### config.mk
export PLATFORM = sky130hd
export DESIGN_NAME = cdc_handshake_tx
export DESIGN_NICKNAME = d
export VERILOG_FILES = /design/src/rtl/cdc_handshake_tx.sv
export SDC_FILE = /design/constraint.sdc
export NUM_CORES = 1
export LEC_CHECK = 0
export BUFFER_PORTS_ARGS = -buffer_cell sky130_fd_sc_hd__buf_2
export CORE_MARGIN = 2
export CORE_UTILIZATION = 45
export DETAILED_ROUTE_END_ITERATION = 8
export GPL_TIMING_DRIVEN = 0
export PLACE_DENSITY_LB_ADDON = 0.05
export SETUP_SLACK_MARGIN = 0.2
export SYNTH_ARGS = -nofsm -noshare
export SYNTH_HDL_FRONTEND = slang
export SYNTH_SLANG_ARGS = --single-unit
### constraint.sdc
create_clock -name clk -period 3.4 [get_ports clk]
set_input_delay 1.02 -clock clk [delete_from_list [all_inputs] [get_ports clk]]
set_output_delay 1.02 -clock clk [all_outputs]
set_load 0.02 [all_outputs]
### src/rtl/cdc_handshake_tx.sv
// cdc_handshake_tx: source side of a req/ack CDC handshake, two- or four-phase, ack brought in through an NSYNC-flop synchronizer.
module cdc_handshake_tx #(
  parameter int unsigned WIDTH      = 8,
  parameter int unsigned NSYNC      = 2,
  parameter bit          FOUR_PHASE = 1'b0
) (
  input  logic             clk,
  input  logic             rst_n,
  input  logic             i_valid,
  output logic             o_ready,
  input  logic [WIDTH-1:0] i_data,
  output logic [WIDTH-1:0] o_data,
  output logic             o_req,
  input  logic             i_ack_async,
  output logic             o_done
);
  typedef enum logic [1:0] {IDLE, LAUNCH, WAIT_ACK, WAIT_REL} state_t;
  state_t           state;
  logic [NSYNC-1:0] sync;
  logic             ack_s;
  assign ack_s = sync[NSYNC-1];
  always_ff @(posedge clk or negedge rst_n)
    if (!rst_n) sync <= '0;
    else        sync <= {sync[NSYNC-2:0], i_ack_async};
  // In four-phase WAIT_ACK o_req is 1, so ack_s == o_req covers both protocols.
  always_ff @(posedge clk or negedge rst_n)
    if (!rst_n) begin
      state   <= IDLE;
      o_ready <= 1'b1;
      o_req   <= 1'b0;
      o_data  <= '0;
      o_done  <= 1'b0;
    end else begin
      o_done <= 1'b0;
      case (state)
        IDLE: if (i_valid && o_ready) begin
          o_data  <= i_data;
          o_ready <= 1'b0;
          state   <= LAUNCH;
        end
        LAUNCH: begin
          o_req <= FOUR_PHASE ? 1'b1 : ~o_req;
          state <= WAIT_ACK;
        end
        WAIT_ACK: if (ack_s == o_req) begin
          if (FOUR_PHASE) begin
            o_req <= 1'b0;
            state <= WAIT_REL;
          end else begin
            o_ready <= 1'b1;
            o_done  <= 1'b1;
            state   <= IDLE;
          end
        end
        WAIT_REL: if (!ack_s) begin
          o_ready <= 1'b1;
          o_done  <= 1'b1;
          state   <= IDLE;
        end
        default: state <= IDLE;
      endcase
    end
endmodule

==> run_results.csv <==
group,metric,value,unit
run_status,status,"finished, final reports clean",
worst_setup_path,cp-end-kind,"output pin",
layout,final_nets,76,
pwr,ir_worst_vdd,239,uV
floorplan,die_h,40.6,um
layout,final_cell_count_no_fill,78,
global_route,grt_overflow,0,
floorplan,die_w,40.6,um
worst_setup_path,crit_chain,"buf_2",
routing,wl_per_cell,13.3,um
pwr,power,288,uW
clock_network,numClockSinks,15,
synth,synth_area,604,um^2
sta,min_period,2.01,ns
clock_network,clock_latency,0.27,ns
place,globalplace.congestion,0.584,
synth,synth_warnings,0,
layout,drive_gt1_share,65.1,%
sta,final.setup.tns,0,ns
floorplan,die-area,1650,um^2
clock_network,h-tree-depth,1,
worst_setup_path,path_delay_family,"flip-flops",
layout,fin_area,759,um^2
synth,synthFlopType,"dfrtp_1",
sta,finalMaxSlewViolations,0,
worst_setup_path,reg2reg_depth,3,
worst_hold_path,min_path_cells,0,
place,io_buffer_count,22,
place,dp_hpwl,793,um
place,dpl_cell_area,733,um^2
worst_setup_path,worstPathRequired,2.38,ns
synth,yosysMostFrequentCell,"dfrtp_1",
sta,slew-limit-headroom,78.1,%
synth,synth_nets,49,
synth,yosysSeqAreaShare,62.3,%
worst_setup_path,crit_type,"reg -> out",
floorplan,start_util,47.0,%
clock_network,holdBufCountCts,0,
routing,dr.pass1.iters,2,
worst_hold_path,min_path_type,"reg -> reg",
routing,totalWireLength,1030,um
clock_network,cts_resized,0,
synth,synthTopCellsByCount,"dfrtp_1, mux2_4, inv_2, xnor2_1",
pwr,p_leak,0.417,nW
floorplan,rows,13,
routing,drcViolationCount,0,
worst_setup_path,critical_path_arrival,0.99,ns
routing,viasPerCell,4.88,
synth,synthCells,37,
layout,n_antenna_cell,0,
pwr,p_per_area,379,nW/um^2
global_route,grt_max_degree,16,
sta,rsz0062_at_grt,"no",
synth,synth_edf_count,0,
worst_setup_path,worst-path-stages,1,
synth,async_flop_share,100,%
layout,area_growth,25.7,%
floorplan,core_area,1280,um^2
worst_setup_path,worst_setup_path_start_kind,"flop",
sta,clock_skew,0.00215,ns
pwr,clkPwrFrac,33.7,%
synth,yosysTopAreaCell,"dfrtp_1",
synth,synthTopCellsByArea,"dfrtp_1, mux2_4, dfstp_2",
pwr,power.internal,230,uW
routing,vias,381,
synth,synth_top_area_share,58.0,%
sta,worst_pin_slew,0.329,ns
sta,final_hold_viol_count,0,
sta,fmax,0.497,GHz
synth,avgSynthCellArea,16.3,um^2
pwr,combPwrFrac,3.6,%
sta,whs,0.365,ns
clock_network,clockBufferDepth,2,
clock_network,post_cts_buffers,0,
worst_setup_path,cpPeakStageDelay,0.56,ns
worst_setup_path,cp_max_fo,4,
global_route,antenna_found_initial,0,
clock_network,cts_buffers,3,
sta,setup_violations,0,
pwr,swShare,20.1,%
pwr,power.switching,57.7,uW
worst_setup_path,cp_slowest_cell,"dfstp_2",
global_route,grt.total_usage,15.1,%
layout,fill_cells,107,
worst_setup_path,worst-path-buf-inv,1,
global_route,grt_pass1_wl,1530,um
routing,drtIter0Drc,3,
synth,synth_seq_cells,15,
sta,period_share,59.2,%
flow_run,maxCapViolations,0,
synth,synth_cell_type_count,15,
clock_network,path_clk_slew,0.08,ns
pwr,seq_power_share,62.7,%
global_route,grt_pass1_vias,371,
place,numPlacedInstances,74,
clock_network,root_buffer,"clkbuf_4",
routing,antenna_left,0,
clock_network,cts_tree,"built",
floorplan,io-pin-count,23,
metrics by stage:
stage / setup WS (ns) / utilization [%]
final: 1.39 / 59.1
after global placement: 1.49 / 57.1
after detailed placement: 1.46 / 57.1
after global routing: 1.35 / 59.1
after CTS: 1.37 / 59.1
after floorplan: 1.61 / -
area by class of cell:
| class | instances | area, um^2 | share of cell area [%] |
|---|---|---|---|
| flip-flops and latches | 15 | 377 | 49.6 |
| plain buffers | 1 | 11.3 | 1.48 |
| repair buffers | 22 | 110 | 14.5 |
| well taps | 15 | 18.8 | 2.47 |
| multi-input cells | 19 | 209 | 27.5 |
| clock buffers | 4 | 26.3 | 3.46 |
| inverters | 2 | 7.51 | 0.988 |
power by group through the flow:
stage | registers [mW] | logic (mW) | clock network [mW]
after global routing | 0.181 | 0.0116 | 0.107
after floorplan | 0.184 | 0.000809 | 0
after global placement | 0.184 | 0.00968 | 0
final | 0.180 | 0.0103 | 0.0969
after CTS | 0.180 | 0.0105 | 0.102
after detailed placement | 0.184 | 0.0105 | 0
layout by cell type (no fill, tap or decap):
| cell | count |
|---|---|
| and2b_2 | 1 |
| nand2_1 | 1 |
| a31o_2 | 1 |
| o32a_2 | 1 |
| and2_1 | 1 |
| mux2_4 | 8 |
| and4_4 | 1 |
| dfrtp_1 | 14 |
| a21boi_0 | 1 |
| o22a_1 | 1 |
| buf_2 | 22 |
| inv_2 | 2 |
| clkbuf_1 | 1 |
| xnor2_1 | 2 |
| dfstp_2 | 1 |
| buf_6 | 1 |
| a21oi_1 | 1 |
| clkbuf_4 | 3 |
final timing paths:
check / startpoint / endpoint / slack (ns)
max: o_ready$_DFFE_PN1P_ / o_ready / 1.39
min: sync[0]$_DFF_PN0_ / sync[1]$_DFF_PN0_ / 0.36
max reg2reg: o_ready$_DFFE_PN1P_ / o_data[5]$_DFFE_PN0P_ / 2.03
min reg2reg: sync[0]$_DFF_PN0_ / sync[1]$_DFF_PN0_ / 0.36
max in group asynchronous: rst_n / o_ready$_DFFE_PN1P_ / 2.48
min in group asynchronous: rst_n / state[0]$_DFFE_PN0P_ / 0.63
routing by layer:
| layer | track usage [%] | vias to the layer above | share of wire (%) |
|---|---|---|---|
| met5 | 0 | - | 0 |
| met1 | 18.3 | 186 | 41 |
| met4 | 7.50 | 0 | 0 |
| met3 | 3.26 | 0 | 7.0 |
| li1 | - | 180 | - |
| met2 | 25.4 | 15 | 52 |
sequential cells by signal, summed over array words and instances, names as in the netlist:
register and cells:
o_done 1, o_data 8, state 2, o_req 1, sync 2, o_ready 1
kinds of logic (layout without fill, tap and decap cells):
family | count (synthesis) | count (layout) | share of synthesized area (%)
muxes | 8 | 8 | 19.9
buffers and inverters | 3 | 29 | 3.11
AOI/OAI and AO/OA | 5 | 5 | 6.83
DFF | 15 | 15 | 62.3
and+or+nand+nor | 4 | 4 | 4.97
xor gates and xnor gates | 2 | 2 | 2.90
Note: power is estimated with default switching activity, not from simulation.
